## src/rtl/imm_decode_stage.sv

```systemverilog
// Immediate-generation decode stage: opcode -> format, sign-extended immediate,
// illegal flag, delivered through a two-entry skid buffer with valid/ready on both sides.
module imm_decode_stage #(
  parameter int unsigned XLEN  = 32,
  parameter int unsigned TAG_W = 32
) (
  input  logic             clk,
  input  logic             rst_n,
  input  logic             flush,
  input  logic             in_valid,
  output logic             in_ready,
  input  logic [31:0]      in_instr,
  input  logic [TAG_W-1:0] in_tag,
  output logic             out_valid,
  input  logic             out_ready,
  output logic [XLEN-1:0]  out_imm,
  output logic [2:0]       out_fmt,
  output logic             out_illegal,
  output logic [TAG_W-1:0] out_tag
);

  localparam int unsigned FMT_W = 3;

  localparam logic [FMT_W-1:0] FMT_I = 3'd0;
  localparam logic [FMT_W-1:0] FMT_S = 3'd1;
  localparam logic [FMT_W-1:0] FMT_B = 3'd2;
  localparam logic [FMT_W-1:0] FMT_U = 3'd3;
  localparam logic [FMT_W-1:0] FMT_J = 3'd4;
  localparam logic [FMT_W-1:0] FMT_R = 3'd5;

  localparam logic [6:0] OP_LUI      = 7'b0110111;
  localparam logic [6:0] OP_AUIPC    = 7'b0010111;
  localparam logic [6:0] OP_JAL      = 7'b1101111;
  localparam logic [6:0] OP_JALR     = 7'b1100111;
  localparam logic [6:0] OP_LOAD     = 7'b0000011;
  localparam logic [6:0] OP_OPIMM    = 7'b0010011;
  localparam logic [6:0] OP_FENCE    = 7'b0001111;
  localparam logic [6:0] OP_SYSTEM   = 7'b1110011;
  localparam logic [6:0] OP_BRANCH   = 7'b1100011;
  localparam logic [6:0] OP_STORE    = 7'b0100011;
  localparam logic [6:0] OP_OP       = 7'b0110011;
  localparam logic [6:0] OP_OPIMM32  = 7'b0011011;
  localparam logic [6:0] OP_OP32     = 7'b0111011;

  typedef struct packed {
    logic [XLEN-1:0]  imm;
    logic [FMT_W-1:0] fmt;
    logic             illegal;
    logic [TAG_W-1:0] tag;
  } entry_t;

  logic [6:0]       w_opcode;
  logic [FMT_W-1:0] w_fmt;
  logic             w_illegal;
  logic [31:0]      w_imm32;
  logic [XLEN-1:0]  w_imm;
  entry_t           w_in_entry;

  entry_t r_m;
  entry_t r_k;
  logic   r_m_valid;
  logic   r_k_valid;
  logic   r_in_ready;

  entry_t w_m_nxt;
  entry_t w_k_nxt;
  logic   w_m_valid_nxt;
  logic   w_k_valid_nxt;
  logic   w_in_xfer;
  logic   w_out_xfer;

  assign w_opcode = in_instr[6:0];

  // Opcode to format; RV64-only opcodes are illegal on a 32-bit datapath
  always_comb begin
    w_fmt     = FMT_R;
    w_illegal = 1'b0;
    case (w_opcode)
      OP_LUI, OP_AUIPC:                                   w_fmt = FMT_U;
      OP_JAL:                                             w_fmt = FMT_J;
      OP_JALR, OP_LOAD, OP_OPIMM, OP_FENCE, OP_SYSTEM:    w_fmt = FMT_I;
      OP_BRANCH:                                          w_fmt = FMT_B;
      OP_STORE:                                           w_fmt = FMT_S;
      OP_OP:                                              w_fmt = FMT_R;
      OP_OPIMM32: begin
        if (XLEN == 64) w_fmt = FMT_I;
        else            w_illegal = 1'b1;
      end
      OP_OP32: begin
        if (XLEN != 64) w_illegal = 1'b1;
      end
      default:                                            w_illegal = 1'b1;
    endcase
  end

  // 32-bit immediate per format; R and illegal produce zero
  always_comb begin
    w_imm32 = 32'd0;
    if (!w_illegal) begin
      case (w_fmt)
        FMT_I:   w_imm32 = {{20{in_instr[31]}}, in_instr[31:20]};
        FMT_S:   w_imm32 = {{20{in_instr[31]}}, in_instr[31:25], in_instr[11:7]};
        FMT_B:   w_imm32 = {{19{in_instr[31]}}, in_instr[31], in_instr[7],
                            in_instr[30:25], in_instr[11:8], 1'b0};
        FMT_U:   w_imm32 = {in_instr[31:12], 12'd0};
        FMT_J:   w_imm32 = {{11{in_instr[31]}}, in_instr[31], in_instr[19:12],
                            in_instr[20], in_instr[30:21], 1'b0};
        default: w_imm32 = 32'd0;
      endcase
    end
  end

  assign w_imm = XLEN'($signed(w_imm32));

  assign w_in_entry.imm     = w_imm;
  assign w_in_entry.fmt     = w_fmt;
  assign w_in_entry.illegal = w_illegal;
  assign w_in_entry.tag     = in_tag;

  assign w_in_xfer  = in_valid && r_in_ready;
  assign w_out_xfer = r_m_valid && out_ready;

  // Skid-buffer next state: main entry always feeds the output, skid absorbs one stall
  always_comb begin
    w_m_nxt       = r_m;
    w_k_nxt       = r_k;
    w_m_valid_nxt = r_m_valid;
    w_k_valid_nxt = r_k_valid;
    if (flush) begin
      w_m_valid_nxt = 1'b0;
      w_k_valid_nxt = 1'b0;
    end else if (!r_m_valid) begin
      if (w_in_xfer) begin
        w_m_nxt       = w_in_entry;
        w_m_valid_nxt = 1'b1;
      end
    end else if (w_out_xfer) begin
      if (r_k_valid) begin
        w_m_nxt       = r_k;
        w_k_valid_nxt = 1'b0;
      end else if (w_in_xfer) begin
        w_m_nxt       = w_in_entry;
      end else begin
        w_m_valid_nxt = 1'b0;
      end
    end else if (w_in_xfer) begin
      w_k_nxt       = w_in_entry;
      w_k_valid_nxt = 1'b1;
    end
  end

  always_ff @(posedge clk or negedge rst_n) begin
    if (!rst_n) begin
      r_m        <= '0;
      r_k        <= '0;
      r_m_valid  <= 1'b0;
      r_k_valid  <= 1'b0;
      r_in_ready <= 1'b1;
    end else begin
      r_m        <= w_m_nxt;
      r_k        <= w_k_nxt;
      r_m_valid  <= w_m_valid_nxt;
      r_k_valid  <= w_k_valid_nxt;
      r_in_ready <= !w_k_valid_nxt;
    end
  end

  assign in_ready    = r_in_ready;
  assign out_valid   = r_m_valid;
  assign out_imm     = r_m.imm;
  assign out_fmt     = r_m.fmt;
  assign out_illegal = r_m.illegal;
  assign out_tag     = r_m.tag;

endmodule
```

## config.mk

```make
export PLATFORM = sky130hd
export DESIGN_NAME = imm_decode_stage
export DESIGN_NICKNAME = d
export VERILOG_FILES = /design/src/rtl/imm_decode_stage.sv
export SDC_FILE = /design/constraint.sdc
export NUM_CORES = 1
export LEC_CHECK = 0
export ABC_AREA = 0
export CELL_PAD_IN_SITES_DETAIL_PLACEMENT = 2
export CELL_PAD_IN_SITES_GLOBAL_PLACEMENT = 2
export CORE_ASPECT_RATIO = 1.1
export CORE_MARGIN = 10
export CORE_UTILIZATION = 32
export CTS_BUF_LIST = sky130_fd_sc_hd__clkbuf_8
export DETAILED_ROUTE_END_ITERATION = 10
export GPL_TIMING_DRIVEN = 0
export PLACE_DENSITY = 0.81
export SLEW_MARGIN = 5
export SYNTH_ARGS = -nofsm -noshare
export SYNTH_HDL_FRONTEND = slang
export SYNTH_SLANG_ARGS = --single-unit
```

## constraint.sdc

```tcl
create_clock -name clk -period 2.3 [get_ports clk]
set_clock_uncertainty 0.15 [all_clocks]
set_input_delay 0.23 -clock clk [delete_from_list [all_inputs] [get_ports clk]]
set_output_delay 0.23 -clock clk [all_outputs]
set_load 0.01 [all_outputs]
```

## Yosys cells after proc, flatten, opt, wreduce, memory -nomap -nowiden

Cells that the tools add are included.

- Register bits: 139
- Input bits: 69
- Output and inout bits: 70

- Equal/unequal tests: 16
- Mux-type cells: 17
- Bitwise logic cells: 2
- Reduce and logical (&&, ||, !) cells: 9

Operator list:

| operator | count |
|---|---|
| $mux 68 | 4 |
| $pmux 32 s5 | 1 |
| $mux 32 | 1 |
| $eq 7x7->1 const B | 4 |
| $eq 7x6->1 const B | 3 |
| $pmux 3 s5 | 1 |
| $eq 7x5->1 const B | 2 |
| $reduce_or 11->1 | 1 |
| $mux 1 | 10 |
| $eq 7x2->1 const B | 1 |
| $eq 7x4->1 const B | 1 |
| $eq 3x2->1 const B | 2 |
| $reduce_or 5->1 | 1 |
| $reduce_and 4->1 | 1 |
| $eq 3x1->1 const B | 1 |
| $eq 3x3->1 const B | 1 |
| $logic_not 3->1 | 1 |
| $logic_and 1x1->1 | 2 |
| $ne 2x1->1 const B | 1 |
| $not 1->1 | 2 |
| $reduce_and 2->1 | 1 |
| $reduce_or 2->1 | 1 |
| $logic_not 1->1 | 1 |

## Longest topological paths before layout

- Depth in word-level cells: 10
- Depth in mapped cells: 6

## Worst setup path after synthesis

Ideal clock, no wire load.

- Path kind: flip-flop to flip-flop
- Start: reg r_in_ready (netlist: in_ready)
- End: reg r_k[36] (netlist bit)
- Library setup time: 0.121 ns
- Data arrival time: 1.570 ns
- Setup slack: 0.459 ns
- Cell stages (with the launch flop): 6
- Buffers on the path: 2
- Cell sequence: dfstp_2 -> nand2_1 -> or3_1 -> buf_2 -> buf_2 -> a22o_1

- Word-level cells in the longest chain between the ends: 2

RTL lines:

| item | line | text |
|---|---|---|
| from (decl) | 63 | `logic r_in_ready;` |
| from (signal assigned) | 164 | `r_in_ready <= !w_k_valid_nxt;` |
| $logic_and 1x1->1 | 120 | `assign w_in_xfer = in_valid && r_in_ready;` |
| $reduce_and 4->1 (no source line) | n/a |  |
| to (signal assigned) | 161 | `r_k <= w_k_nxt;` |
| to (decl) | 60 | `entry_t r_k;` |

No other way between the ends.
A chain may end at the register's enable or synchronous reset.

## Worst setup path in the final report

- Start: reg r_in_ready (netlist: in_ready)
- End: reg r_k[23] (netlist bit)

Same word-level chain as after synthesis.

==> out/results.tsv <==
metric	value	unit
largest net degree at the start of global routing	82	
post-synth cell types	53	
final setup TNS	0	ns
Post-DP HPWL	17.4	mm
final WL	22.9	mm
ANT nets after route	0	
Post-synth top cells	138 x dfrtp_1, 118 x nand2_1, 80 x a21oi_1	
top-count cell post-synth	dfrtp_1	
worst vdd ir	0.349	mV
area share of the largest cell type after synthesis	56.9	%
Tot Pwr	0.00687	W
Worst path max stage delay	0.58	ns
worst reg-to-reg path cell count	6	
Seq/Total Area, Yosys	57.4	%
Top Usage Layer GRT	met2	
# nets final	860	
Ys Warns	0	
Wirelength per Cell	21.9	um
Register Area	3480	um2
Synth Register Bits	139	
die width	151	um
Post-Syn Area	6070	um2
NetSw	0.00221	W
Yosys top cell by area	dfrtp_1	
# fillers	2008	
GPL Wtd Cong	0.822	
Setup CP Type	register to register	
Crit path arrival time	2.38	ns
die area	24900	um2
net count after synthesis	701	
RSZ-0062 raised after global routing	false	
WHS	0.165	ns
ant diodes	0	
worst hold path type	input port to asynchronous set/reset pin	
dominant cells by area after synthesis	dfrtp_1 57%, nand2_1 7.3%, o22ai_1 6.9%	
first-pass GRT wire length	36.3	mm
Post-synth top flop	dfrtp_1	
Initial Util	32.7	%
CTS Sinks	139	
io pins	139	
Layout area overhead	34.8	%
setup bufs post-CTS	0	
share of layout cells above drive strength 1	9.95	%
vias	5599	
Post-DP Area	7770	um2
Remaining DRCs	0	
worst reg-to-reg setup slack	0.18	ns
Tmin final	2.12	ns
Fmax	472	MHz
Rel. slew slack	55.2	%
sequential power share	47.9	%
core box area	18500	um2
root buf cell	clkbuf_8	
Final Instance Area	8180	um2
Initial DRT Pass Iterations	4	
reg-to-reg startpoint	in_ready$_DFF_PN1_	
cell mode on critical path	nand2_1	
grt met1 use	21.5	%
Post-synth ARST share	100	%
initial antenna violation count	0	
Die Span Y	164	um
post-synthesis area per instance	9.60	um2
Worst Setup EP	r_k[23]$_DFFE_PN0P_	
type of origin of the critical path	register	
Total Routing Usage GR	18.6	%
Clock Power Share	28.0	%
Worst Path Buf+Inv	2	
Levels on crit path	6	
Logic pwr share	24.1	%
Core Rows	52	
worst path required time	2.56	ns
GRT met3 Usage	4.60	%
H-tree depth	4	
internal power	0.00467	W
max-cap violations	0	
critical-path cell list	nand2_1, nor3_2, buf_2, buf_2, nand2_1, nand2_1	
Worst path slowest cell	dfstp_2	
Final Setup Violations	0	
P_leak	3.41	nW
later-pin clock latency in the skew report	0.46	ns
CP startpoint	in_ready$_DFF_PN1_	
total CTS buffers	17	
vias in the first global route	6528	
Tcrit/Tclk final	92.1	%
met2 usage	33.1	%
I/O Buffers	137	
drt initial violations	214	
Via-to-Cell Ratio	5.35	
Reg-to-Reg End	r_k[23]$_DFFE_PN0P_	
slew at the pin closest to its max-slew limit	0.666	ns
final slew viol count	0	
Post-synth EDFFs	0	
status	completed	
Remaining Overflow, GRT	0	
Max clock buf depth	2	
Mapped Cells	632	
multi-input logic area	2360	um2
critical path endpoint category	register	
CTS tree	yes	
clk slew on worst S/H paths	0.08	ns
final hold violations	0	
Switching Share	32.1	%
pwr/cell area	840	nW/um2
critical path's top delay family	simple AND/OR/NAND/NOR gates	
CP max FO	10	
metrics by stage:
stage | setup slack, ns | utilization, % | cells
after detailed placement | -0.277 | 41.9 | 1013
after global placement | -4.69 | 41.7 | 1012
final | 0.182 | 44.1 | 1047
after floorplan | 0.459 | - | 632
after global routing | 0.0284 | 44.1 | 1047
after CTS | 0.0386 | 44.1 | 1047
layout by cell type (no fill, tap or decap), types with 3 or more instances in the layout:
cell / instances
nor3_1: 3
a211oi_2: 3
nor2b_1: 4
a211o_1: 3
o21ai_0: 18
buf_4: 7
clkbuf_1: 18
clkinvlp_4: 7
nor4_4: 3
nand3_1: 3
a211oi_1: 7
inv_6: 3
a21oi_1: 80
nand2_1: 118
dfrtp_1: 138
buf_2: 16
a31oi_1: 13
nor2_1: 74
a22o_1: 7
clkbuf_8: 17
clkdlybuf4s50_1: 136
nand2b_1: 3
o22ai_1: 67
inv_1: 6
cell families (layout without fill, tap and decap cells):
logic type	after synthesis	after routing	share of synthesized area (%)
compound gates	207	207	20.7
buf+inv	50	222	3.86
flops	139	139	57.4
mux	1	1	0.165
simple gates	235	235	17.9
how the worst min path moves through the flow:
stage,start,to,cells after the start
floorplan,rst_n,out_fmt[0]$_DFFE_PN0P_,0
global placement,r_k[17]$_DFFE_PN0P_,r_k[17]$_DFFE_PN0P_,2
detailed placement,rst_n,r_k[13]$_DFFE_PN0P_,1
CTS,in_tag[5],r_k[5]$_DFFE_PN0P_,3
global route,in_tag[25],r_k[25]$_DFFE_PN0P_,3
finish,rst_n,r_k[13]$_DFFE_PN0P_,2
metal layers:
metal / wire length (um) / vias up
met1: 9360 / 2888
met4: 287 / 0
met2: 12000 / 126
li1: - / 2565
met3: 1270 / 20
met5: 0 / -
power by group through the flow:
| stage | registers (W) | clock network (W) | logic, W |
|---|---|---|---|
| after floorplan | 0.00334 | 0 | 0.000646 |
| after global placement | 0.00329 | 0 | 0.00157 |
| after detailed placement | 0.00334 | 0 | 0.00167 |
| after CTS | 0.00329 | 0.00198 | 0.00169 |
| after global routing | 0.00335 | 0.00209 | 0.00183 |
| final | 0.00329 | 0.00192 | 0.00166 |
flip-flops by register name, summed over array words and instances, names as in the netlist:
register     flops
r_k_valid        1
out_fmt          3
in_ready         1
r_k             68
out_illegal      1
out_tag         32
out_valid        1
out_imm         32
final cells by class:
type / count / area share, %
Clock buffer: 17 / 2.86
Inverter: 6 / 0.275
Sequential cell: 139 / 42.5
Timing Repair Buffer: 140 / 17.4
Buffer: 44 / 2.62
Tap cell: 243 / 3.72
Clock inverter: 15 / 1.74
Multi-Input combinational cell: 443 / 28.9
repair_timing:
action	in CTS	in global routing
pin swaps	0	0
endpoints found under the hold margin	59	0
hold buffers	2	0
setup endpoints to repair	8	11
gates resized for setup	1	4
Note: power is estimated with default switching activity, not from simulation.
